`src/rtl/alu_pkg.sv`:
```
// Shared definitions for the sequential ALU.
// Holds the 4-bit opcode values presented on alu_ctrl and the FSM state
// encoding, so the datapath and anything driving it agree on both.
package alu_pkg;

  localparam logic [3:0] OP_AND  = 4'b0000;
  localparam logic [3:0] OP_OR   = 4'b0001;
  localparam logic [3:0] OP_ADD  = 4'b0010;
  localparam logic [3:0] OP_SUB  = 4'b0110;
  localparam logic [3:0] OP_SLT  = 4'b0111;
  localparam logic [3:0] OP_NOR  = 4'b1100;
  localparam logic [3:0] OP_DIV  = 4'b1110;
  localparam logic [3:0] OP_MULT = 4'b1111;

  typedef enum logic [1:0] {
    ST_IDLE = 2'd0,
    ST_MUL  = 2'd1,
    ST_DIV  = 2'd2,
    ST_DONE = 2'd3
  } state_t;

endpackage

```
`src/rtl/seq_alu_if.sv`:
```
// Request/result bundle of the sequential ALU.
//   start, alu_ctrl, data_1, data_2 : request side (driven by the master)
//   busy, done                      : status
//   alu_result, result_hi, zero,
//   div_by_zero                     : results, valid while done is high and
//                                     held until the next completion
interface seq_alu_if #(
  parameter int WIDTH = 32
);
  logic             start;
  logic [3:0]       alu_ctrl;
  logic [WIDTH-1:0] data_1;
  logic [WIDTH-1:0] data_2;
  logic             busy;
  logic             done;
  logic [WIDTH-1:0] alu_result;
  logic [WIDTH-1:0] result_hi;
  logic             zero;
  logic             div_by_zero;

  modport master (
    output start, alu_ctrl, data_1, data_2,
    input  busy, done, alu_result, result_hi, zero, div_by_zero
  );

  modport slave (
    input  start, alu_ctrl, data_1, data_2,
    output busy, done, alu_result, result_hi, zero, div_by_zero
  );
endinterface

```
`src/rtl/seq_alu_muldiv.sv`:
```
// Iterative unsigned multiply (shift-add) / restoring divide datapath.
// One result bit per step; WIDTH steps per operation.
//   load / load_div : capture operands; load_div selects divide mode
//   a, b            : operand A (multiplicand/dividend), B (multiplier/divisor)
//   step            : advance one iteration
//   last            : the current step is the final one
//   step_lo/step_hi : value the lo/hi registers take after the current step;
//                     on the final step this is {product} or {rem, quot}
module seq_alu_muldiv #(
  parameter int WIDTH = 32
) (
  input  logic             clk,
  input  logic             reset,
  input  logic             load,
  input  logic             load_div,
  input  logic [WIDTH-1:0] a,
  input  logic [WIDTH-1:0] b,
  input  logic             step,
  output logic             last,
  output logic [WIDTH-1:0] step_lo,
  output logic [WIDTH-1:0] step_hi
);
  localparam int CNT_W = $clog2(WIDTH) + 1;

  // mult: hi = partial product, lo = multiplier shifting out, op = multiplicand
  // div : hi = partial remainder, lo = dividend in / quotient out, op = divisor
  logic [WIDTH-1:0] hi_reg, lo_reg, op_reg;
  logic             is_div_reg;
  logic [CNT_W-1:0] cnt_reg;

  logic [WIDTH:0] mul_sum;
  logic [WIDTH:0] div_shift;
  logic [WIDTH:0] div_diff;
  logic           div_fits;

  always_comb begin
    mul_sum   = {1'b0, hi_reg} + (lo_reg[0] ? {1'b0, op_reg} : '0);
    // Remainder may briefly need WIDTH+1 bits after the shift.
    div_shift = {hi_reg, lo_reg[WIDTH-1]};
    div_diff  = div_shift - {1'b0, op_reg};
    div_fits  = (div_shift >= {1'b0, op_reg});
    if (is_div_reg) begin
      step_hi = div_fits ? div_diff[WIDTH-1:0] : div_shift[WIDTH-1:0];
      step_lo = {lo_reg[WIDTH-2:0], div_fits};
    end else begin
      step_hi = mul_sum[WIDTH:1];
      step_lo = {mul_sum[0], lo_reg[WIDTH-1:1]};
    end
  end

  assign last = (cnt_reg == CNT_W'(WIDTH - 1));

  always_ff @(posedge clk) begin
    if (reset) begin
      hi_reg     <= '0;
      lo_reg     <= '0;
      op_reg     <= '0;
      is_div_reg <= 1'b0;
      cnt_reg    <= '0;
    end else if (load) begin
      hi_reg     <= '0;
      lo_reg     <= load_div ? a : b;
      op_reg     <= load_div ? b : a;
      is_div_reg <= load_div;
      cnt_reg    <= '0;
    end else if (step) begin
      hi_reg  <= step_hi;
      lo_reg  <= step_lo;
      cnt_reg <= cnt_reg + 1'b1;
    end
  end
endmodule

```
`src/rtl/seq_alu.sv`:
```
// Sequential ALU: single-cycle logic/arithmetic ops plus iterative
// unsigned multiply and divide.
//   clk   : clock, rising edge
//   reset : synchronous active-high reset
//   bus   : request/result bundle (slave side), see seq_alu_if
module seq_alu
  import alu_pkg::*;
#(
  parameter int WIDTH = 32
) (
  input  logic     clk,
  input  logic     reset,
  seq_alu_if.slave bus
);
  state_t           state_reg;
  logic [WIDTH-1:0] alu_result_reg, result_hi_reg;
  logic             zero_reg, div_by_zero_reg;

  logic [WIDTH-1:0] sc_result;
  logic             accept, md_load, md_step, md_last;
  logic [WIDTH-1:0] md_lo, md_hi;

  always_comb begin
    sc_result = '0;
    case (bus.alu_ctrl)
      OP_ADD:  sc_result = bus.data_1 + bus.data_2;
      OP_SUB:  sc_result = bus.data_1 - bus.data_2;
      OP_AND:  sc_result = bus.data_1 & bus.data_2;
      OP_OR:   sc_result = bus.data_1 | bus.data_2;
      OP_NOR:  sc_result = ~(bus.data_1 | bus.data_2);
      OP_SLT:  sc_result = {{(WIDTH-1){1'b0}}, $signed(bus.data_1) < $signed(bus.data_2)};
      default: sc_result = '0;
    endcase
  end

  assign accept  = (state_reg == ST_IDLE) && bus.start;
  // Divide by zero short-circuits, so the datapath is only loaded for real work.
  assign md_load = accept && ((bus.alu_ctrl == OP_MULT) ||
                              (bus.alu_ctrl == OP_DIV && bus.data_2 != '0));
  assign md_step = (state_reg == ST_MUL) || (state_reg == ST_DIV);

  seq_alu_muldiv #(.WIDTH(WIDTH)) u_muldiv (
    .clk      (clk),
    .reset    (reset),
    .load     (md_load),
    .load_div (bus.alu_ctrl == OP_DIV),
    .a        (bus.data_1),
    .b        (bus.data_2),
    .step     (md_step),
    .last     (md_last),
    .step_lo  (md_lo),
    .step_hi  (md_hi)
  );

  always_ff @(posedge clk) begin
    if (reset) begin
      state_reg       <= ST_IDLE;
      alu_result_reg  <= '0;
      result_hi_reg   <= '0;
      zero_reg        <= 1'b1;
      div_by_zero_reg <= 1'b0;
    end else begin
      case (state_reg)
        ST_IDLE: begin
          if (bus.start) begin
            if (bus.alu_ctrl == OP_MULT) begin
              state_reg <= ST_MUL;
            end else if (bus.alu_ctrl == OP_DIV && bus.data_2 != '0) begin
              state_reg <= ST_DIV;
            end else if (bus.alu_ctrl == OP_DIV) begin
              state_reg       <= ST_DONE;
              alu_result_reg  <= '1;
              result_hi_reg   <= bus.data_1;
              zero_reg        <= 1'b0;
              div_by_zero_reg <= 1'b1;
            end else begin
              state_reg       <= ST_DONE;
              alu_result_reg  <= sc_result;
              result_hi_reg   <= '0;
              zero_reg        <= (sc_result == '0);
              div_by_zero_reg <= 1'b0;
            end
          end
        end
        ST_MUL, ST_DIV: begin
          // Results are taken from the final step's next-state values so
          // completion lands on the same edge as the last iteration.
          if (md_last) begin
            state_reg       <= ST_DONE;
            alu_result_reg  <= md_lo;
            result_hi_reg   <= md_hi;
            zero_reg        <= (md_lo == '0);
            div_by_zero_reg <= 1'b0;
          end
        end
        default: state_reg <= ST_IDLE;
      endcase
    end
  end

  assign bus.busy        = (state_reg != ST_IDLE);
  assign bus.done        = (state_reg == ST_DONE);
  assign bus.alu_result  = alu_result_reg;
  assign bus.result_hi   = result_hi_reg;
  assign bus.zero        = zero_reg;
  assign bus.div_by_zero = div_by_zero_reg;
endmodule

```
`src/flat_wrapper.sv`:
```
// flat-port wrapper written by rule: the top's interface ports become plain ports
module seq_alu_flat import alu_pkg::*;
#(
  parameter int WIDTH = 32
)
  (clk, reset, bus_start, bus_alu_ctrl, bus_data_1, bus_data_2, bus_busy, bus_done, bus_alu_result, bus_result_hi, bus_zero, bus_div_by_zero);
  seq_alu_if #(.WIDTH(WIDTH)) bus_i ();
  input  logic clk;
  input  logic reset;
  input wire logic [$bits(bus_i.start)-1:0] bus_start;
  input wire logic [$bits(bus_i.alu_ctrl)-1:0] bus_alu_ctrl;
  input wire logic [$bits(bus_i.data_1)-1:0] bus_data_1;
  input wire logic [$bits(bus_i.data_2)-1:0] bus_data_2;
  output wire logic [$bits(bus_i.busy)-1:0] bus_busy;
  output wire logic [$bits(bus_i.done)-1:0] bus_done;
  output wire logic [$bits(bus_i.alu_result)-1:0] bus_alu_result;
  output wire logic [$bits(bus_i.result_hi)-1:0] bus_result_hi;
  output wire logic [$bits(bus_i.zero)-1:0] bus_zero;
  output wire logic [$bits(bus_i.div_by_zero)-1:0] bus_div_by_zero;
  assign bus_i.start = bus_start;
  assign bus_i.alu_ctrl = bus_alu_ctrl;
  assign bus_i.data_1 = bus_data_1;
  assign bus_i.data_2 = bus_data_2;
  assign bus_busy = bus_i.busy;
  assign bus_done = bus_i.done;
  assign bus_alu_result = bus_i.alu_result;
  assign bus_result_hi = bus_i.result_hi;
  assign bus_zero = bus_i.zero;
  assign bus_div_by_zero = bus_i.div_by_zero;
  seq_alu #(.WIDTH(WIDTH)) u_core (.clk(clk), .reset(reset), .bus(bus_i));
endmodule
```
`config.mk`:
```
export PLATFORM = sky130hd
export DESIGN_NAME = seq_alu_flat
export DESIGN_NICKNAME = d
export VERILOG_FILES = /design/src/rtl/alu_pkg.sv /design/src/rtl/seq_alu_if.sv /design/src/rtl/seq_alu_muldiv.sv /design/src/rtl/seq_alu.sv /design/src/flat_wrapper.sv
export SDC_FILE = /design/constraint.sdc
export NUM_CORES = 1
export LEC_CHECK = 0
export CELL_PAD_IN_SITES_DETAIL_PLACEMENT = 1
export CELL_PAD_IN_SITES_GLOBAL_PLACEMENT = 2
export CORE_ASPECT_RATIO = 0.6
export CORE_MARGIN = 5
export CORE_UTILIZATION = 32
export DETAILED_ROUTE_END_ITERATION = 6
export PLACE_DENSITY_LB_ADDON = 0.12
export SYNTH_ARGS = -nofsm -noshare
export SYNTH_HDL_FRONTEND = slang
export SYNTH_HIERARCHICAL = 1
export SYNTH_SLANG_ARGS = --single-unit
```
`constraint.sdc`:
```
create_clock -name clk -period 3.55 [get_ports clk]
set_input_delay 0.355 -clock clk [delete_from_list [all_inputs] [get_ports clk]]
set_output_delay 0.355 -clock clk [all_outputs]
set_load 0.02 [all_outputs]
```
==> impl_metrics.yaml, run 1 <==
outcome:
  status: "finished with violations"
  violations: "negative setup slack"
detailed_routing:
  vias_per_cell: 5.618
  drc: 0
  vias: 21730
  drtIter0Drc: 2040
  routed_wirelength_um: 97230
  wl_per_cell_um: 25.14
  drtAntennaViolNets: 0
  first_pass_iters: 6
global_route:
  overflow: 0
  grt_pass1_vias: 22040
  grt_antenna_before_repair: 2
  grt_pass1_wl_um: 142500
  track_usage_pct: 30.22
  grt_max_degree: 90
critical_path:
  worst_path_max_delay_cell: "clkdlybuf4s50_1"
  critPathMaxFanout: 4
  worstPathArrival_ps: 4070
  end_kind: "flop"
  critPathLaunchType: "input pin"
  cpPeakStageDelay_ps: 540
  critPathKind: "input pin to flop"
  critPathBufInv: 5
  cpLargestDelayFamily: "compound AO/OA/AOI/OAI gates"
  worstPathRequired_ps: 3960
  crit_chain: "clkdlybuf4s50_1 > inv_1 > ha_2 > buf_4 > inv_1 > nand4_1 > nor2b_1 > a221o_1 > a31oi_4 > o21ai_2 > a21oi_2 > buf_4 > o32a_1 > a21oi_1 > or3_1 > nor4_4 > a41o_1"
run:
  maxCapViolCount: 0
clock_network:
  path_clk_slew_ps: 80
  clock_latency_ps: 470
  h-tree-depth: 4
  cts-buffers-inserted: 17
  clock_sinks: 171
  clockBufferDepth: 2
  cts_root_buffer: "clkbuf_16"
  cts-hold-fix-buffers: 0
  cts_tree: "done"
timing:
  grt_setup_unrepaired: "yes"
  tns_ps: -112.0
  tightestPinTransition_ps: 893.8
  setup_ws_ps: -112.0
  finalHoldViolCount: 0
  drv_slew: 0
  setup_violations: 1
  timing.final.crit_share_pct: 103.2
  slew_headroom_pct: 40.41
  max_freq_ghz: 0.2731
  clock-skew-final_ps: 17.72
  post-route-min-period_ps: 3662
floorplanning:
  row_count: 67
  top_level_ports: 139
  core_um2: 55830
  initial_utilization_pct: 32.32
  fp.dieW_um: 316.6
  dieHeight_um: 193.9
  die_area_um2: 61390
logic_synthesis:
  ys_ff_latch: 171
  ys_async_sr_fraction_pct: 0
  synth_edf_count: 0
  yosys_warnings: 6
  synthCells: 2463
  syn_nets: 2708
  synth_cell_types: 107
  ys.flop_type: "dfxtp_1"
  yosysSeqAreaShare_pct: 18.97
  netlist_area_um2: 18040
  avgSynthCellArea_um2: 7.326
final_layout:
  final_nets: 3340
  area_growth_pct: 47.59
  fin_area_um2: 26630
  n_fill_cell: 6879
  final_cells: 3868
  post-route-util_pct: 47.70
  drive_gt1_share_pct: 32.79
power_and_ir_drop:
  p_per_area_nw_per_um2: 613.2
  leakage_nw: 11.45
  ir_drop_uv: 414.6
place:
  port-buffer-count: 138
  dpl.cell_count: 3811
  dpl_worst_slack_ps: -1223
  post_dp_cell_area_um2: 24470
  hpwl_um: 78490
  gp_congestion: 0.9720
worst_hold_path:
  hold_class: "input pin to flop"
[cells in the final DEF, fill, tap and decap left out, drive strengths merged, types with 22 or more instances in the layout]
| cell type | count |
|---|---|
| buf | 644 |
| nor2 | 304 |
| a21oi | 257 |
| nand2 | 179 |
| dfxtp | 171 |
| ha | 170 |
| inv | 168 |
| clkdlybuf4s50 | 116 |
| o21ai | 101 |
| nor3 | 95 |
| a211oi | 88 |
| mux2 | 63 |
| mux2i | 57 |
| and2 | 43 |
| a21o | 40 |
| xnor2 | 39 |
| or3 | 39 |
| o211ai | 37 |
| nand3 | 36 |
| nor4 | 32 |
| a31oi | 29 |
| nand4 | 25 |
| xor2 | 25 |
| a221oi | 24 |
| nand2b | 22 |
[routing by layer]
layer | part of all wire, % | up-vias | track usage (%) | wire length (um)
met2 | 41 | 668 | 44.25 | 40120
met5 | 0.046 | - | 0 | 45
met1 | 50 | 10750 | 45.75 | 48590
met3 | 7.0 | 91 | 6.442 | 6828
li1 | - | 10210 | - | -
met4 | 1.7 | 6 | 5.275 | 1655
[power by group]
| group | leakage, nW | internal, mW | switching [mW] | total (mW) |
|---|---|---|---|---|
| clock | 0.289 | 0.964 | 1.05 | 2.01 |
| sequential | 1.40 | 2.38 | 0.365 | 2.74 |
| combinational | 9.76 | 4.92 | 6.66 | 11.6 |
| total | 11.5 | 8.26 | 8.07 | 16.3 |
[timing repair]
action | 4_1_cts | 5_1_grt
setup endpoints to repair | 68 | 52
pin swaps | 37 | 60
resized for setup | 138 | 171
buffers inserted | 8 | 16
[worst reg2reg max path: stages, from the launching register on]
cell and delay, ps:
dfxtp_4 370, buf_12 160, and2_1 170, ha_1 310, buf_4 160, and3_1 180
a311oi_2 410, a2bb2oi_2 200, o311a_4 250, a221oi_4 80, a211o_1 360, a31oi_2 300
nor2_2 90, a211oi_2 220, nor3_1 80
[cell families after synthesis]
group	count (synthesis)	synth area share (%)
compound gates	773	29.42
xor+xnor	64	3.107
fa+ha+maj	174	12.23
buf+inv	326	7.316
flops	171	18.97
mux	120	7.135
simple gates	835	21.82
[synthesized netlist by cell type (19+ instances only)]
master | instances | area share, %
buf_2 | 26 | 0.72
o21ai_0 | 82 | 2.3
inv_1 | 156 | 3.2
a21o_1 | 38 | 1.6
mux2i_1 | 56 | 3.1
o211ai_1 | 36 | 1.5
nor3_1 | 94 | 2.6
a221oi_1 | 22 | 1.1
and3_1 | 19 | 0.66
xnor2_1 | 39 | 1.9
xor2_1 | 25 | 1.2
nor4_1 | 32 | 1.1
nand2_1 | 179 | 3.7
a31oi_1 | 21 | 0.73
nor2_1 | 302 | 6.3
dfxtp_1 | 171 | 19
nand4_1 | 25 | 0.87
or3_1 | 39 | 1.4
mux2_2 | 62 | 3.9
ha_1 | 170 | 12
a21oi_1 | 254 | 7.0
and2_1 | 42 | 1.5
a211oi_1 | 82 | 3.4
nand3_1 | 34 | 0.94
nand2b_1 | 22 | 0.76
clkbuf_1 | 112 | 2.3
[final cells by class]
class	count	area [um2]	share of cell area [%]
multi-input combinational	1966	14690	55.15
timing repair buffer	778	6361	23.89
sequential	171	3437	12.91
tap	759	949.7	3.566
inverter	161	605.6	2.274
clock buffer	18	439.2	1.649
clock inverter	14	148.9	0.5591
antenna	1	2.502	0.009397
[worst paths after layout]
kind	cells after the start	to	slack (ps)	startpoint
max reg2reg	14	u_core/bus.result_hi[31]$_SDFFE_PP0P_	70	u_core/u_muldiv/lo_reg[0]$_SDFFE_PP0P_
min reg2reg	2	u_core/bus.alu_result[16]$_SDFFE_PP0P_	450	u_core/bus.alu_result[16]$_SDFFE_PP0P_
max	17	u_core/bus.zero$_SDFFE_PP1P_	-110	bus_data_2[16]
min	2	u_core/bus.alu_result[24]$_SDFFE_PP0P_	360	reset
[through the flow]
stage | total power, mW | hold slack (ps)
after floorplan | 8.416 | 458.5
after global placement | 13.00 | 444.7
after detailed placement | 13.25 | 445.8
after CTS | 15.63 | 323.8
after global routing | 17.22 | 359.1
final | 16.33 | 358.4
(Power assumes the default switching activity.)
==> inputs of run 2 (changes only) <==
--- a/config.mk
+++ b/config.mk
@@ -7,7 +7,7 @@
 export LEC_CHECK = 0
 export CELL_PAD_IN_SITES_DETAIL_PLACEMENT = 1
 export CELL_PAD_IN_SITES_GLOBAL_PLACEMENT = 2
-export CORE_ASPECT_RATIO = 0.6
+export CORE_ASPECT_RATIO = 0.5
 export CORE_MARGIN = 5
 export CORE_UTILIZATION = 32
 export DETAILED_ROUTE_END_ITERATION = 6
==> run 2 against run 1 <==
The run still ends with negative setup slack left. Sequential power about the same. Via count down 2.0%. Flip-flop and latch count unchanged. Clock skew up 5.0 ps. Design area down 0.66%. Maximum frequency up 0.64%. Critical endpoint unchanged. Largest cell class unchanged.
==> impl_metrics.yaml, run 2 (synthesized netlist as in run 1, its figures left out) <==
outcome:
  status: "finished with violations"
  violations: "negative setup slack"
floorplanning:
  dieHeight_um: 177.9
  fp.dieW_um: 345.8
  die_area_um2: 61520
  initial_utilization_pct: 32.43
  row_count: 61
  core_um2: 55640
  top_level_ports: 139
global_route:
  grt_antenna_before_repair: 3
  overflow: 0
  track_usage_pct: 28.30
  grt_pass1_vias: 21370
  grt_pass1_wl_um: 134200
  grt_max_degree: 147
detailed_routing:
  drtIter0Drc: 1611
  drc: 0
  wl_per_cell_um: 23.63
  drtAntennaViolNets: 0
  vias_per_cell: 5.516
  vias: 21300
  routed_wirelength_um: 91230
  first_pass_iters: 5
critical_path:
  reg2reg_depth: 17
  cpLargestDelayFamily: "simple AND/OR/NAND/NOR gates"
  worstPathArrival_ps: 4040
  cpPeakStageDelay_ps: 460
  end_kind: "flop"
  worst_path_max_delay_cell: "or4_4"
  crit_chain: "clkdlybuf4s50_1 > nor4_1 > buf_4 > nand4_1 > o311ai_4 > nand2_4 > nor4bb_4 > buf_4 > nand4_1 > or4_4 > nor4_4 > buf_4 > nand4_1 > nor4_2 > a41o_1"
  cp_num_cells: 15
  critPathLaunchType: "input pin"
  worstPathRequired_ps: 3950
  critPathKind: "input pin to flop"
  critPathBufInv: 4
  critPathMaxFanout: 2
timing:
  post-route-min-period_ps: 3639
  drv_slew: 0
  slew_headroom_pct: 26.54
  finalHoldViolCount: 0
  grt_setup_unrepaired: "yes"
  setup_ws_ps: -88.86
  setup_violations: 1
  tightestPinTransition_ps: 1102
  timing.final.crit_share_pct: 102.5
  max_freq_ghz: 0.2748
  clock-skew-final_ps: 22.69
  tns_ps: -88.86
place:
  port-buffer-count: 138
  post_dp_cell_area_um2: 24340
  gp_congestion: 0.9005
  hpwl_um: 73120
power_and_ir_drop:
  ir_drop_uv: 696.7
  leakage_nw: 11.43
  total_power_mw: 15.49
  p_per_area_nw_per_um2: 585.4
final_layout:
  final_nets: 3336
  final_cell_mix: "buf_4, nor2_1, a21oi_1, nand2_1, dfxtp_1"
  final_common_cell: "buf_4"
  drive_gt1_share_pct: 32.06
  fin_area_um2: 26450
  area_growth_pct: 46.61
  post-route-util_pct: 47.55
  n_fill_cell: 6813
  ff_latch_area_um2: 3433
  multi_input_area_um2: 14560
clock_network:
  cts_root_buffer: "clkbuf_16"
  clockBufferDepth: 2
  clock_latency_ps: 460
  cts_tree: "done"
  h-tree-depth: 4
  cts-hold-fix-buffers: 0
  path_clk_slew_ps: 90
  clock_sinks: 171
  cts-buffers-inserted: 17
worst_hold_path:
  whs_path_depth: 2
  hold_class: "input pin to flop"
run:
  maxCapViolCount: 0
==> run 2: cell count changes in the layout (fill, tap and decap cells not counted), moves of 4 or more <==
cell	before	now
a211oi_2	19	13
o21ai_0	69	73
mux2i_1	54	50
dlymetal6s2s_1	8	13
buf_12	13	8
ha_4	26	22
a21oi_1	216	220
dlygate4sd2_1	9	5
mux2i_2	2	7
==> run 2: power by group <==
group | leakage [nW] | switching (mW) | internal (mW)
clock network | 0.288 | 1.00 | 0.952
logic | 9.74 | 6.11 | 4.69
registers | 1.40 | 0.358 | 2.38
total | 11.4 | 7.47 | 8.02
==> run 2: cell type report <==
cell class,instances,area share (%)
multi-input combinational,1966,55.03
antenna,1,0.009459
tap,756,3.576
clock buffer,17,1.608
inverter,161,2.289
clock inverter,15,0.6338
sequential,171,12.98
timing repair buffer,774,23.87
==> run 2: metrics by stage <==
step	setup slack, ps	hold slack (ps)	instances
finish	-88.86	422.0	3861
global route	-149.5	435.9	3860
CTS	-54.90	395.9	3841
detailed placement	-997.9	448.2	3798
global placement	-971.7	442.5	3798
floorplan	161.0	458.5	2463
==> run 2: path summary, 6_finish.rpt <==
kind                                                 from  slack, ps                                     end
hold / removal                                      reset        420  u_core/bus.alu_result[28]$_SDFFE_PP0P_
hold reg to reg    u_core/bus.alu_result[22]$_SDFFE_PP0P_        460  u_core/bus.alu_result[22]$_SDFFE_PP0P_
setup / recovery                           bus_data_2[20]        -90            u_core/bus.zero$_SDFFE_PP1P_
setup reg to reg  u_core/u_muldiv/op_reg[11]$_SDFFE_PP0P_         80            u_core/bus.zero$_SDFFE_PP1P_
==> run 2: routing by layer <==
| metal | GRT usage, % | wire (um) | up-vias |
|---|---|---|---|
| met1 | 43.02 | 45920 | 10620 |
| met4 | 3.287 | 625 | 4 |
| li1 | - | - | 10190 |
| met5 | 0 | 27 | - |
| met2 | 43.54 | 39190 | 448 |
| met3 | 3.884 | 5471 | 38 |
==> run 2: timing repair <==
| item | in CTS | in global routing |
|---|---|---|
| setup buffers | 11 | 18 |
| endpoints found under the setup margin | 28 | 70 |
| cloned | 0 | 1 |
| resized for setup | 80 | 193 |
| hold endpoints to repair | 0 | 0 |
| pin swaps | 35 | 73 |
==> run 2: worst reg2reg max path, delay by kind of cell, from the launching register on <==
family                     cells  cell delay, ps
adders and majority gates      1             400
and+or+nand+nor                6             930
buffers and inverters          4             590
DFF                            1             380
AOI/OAI and AO/OA              6            1090
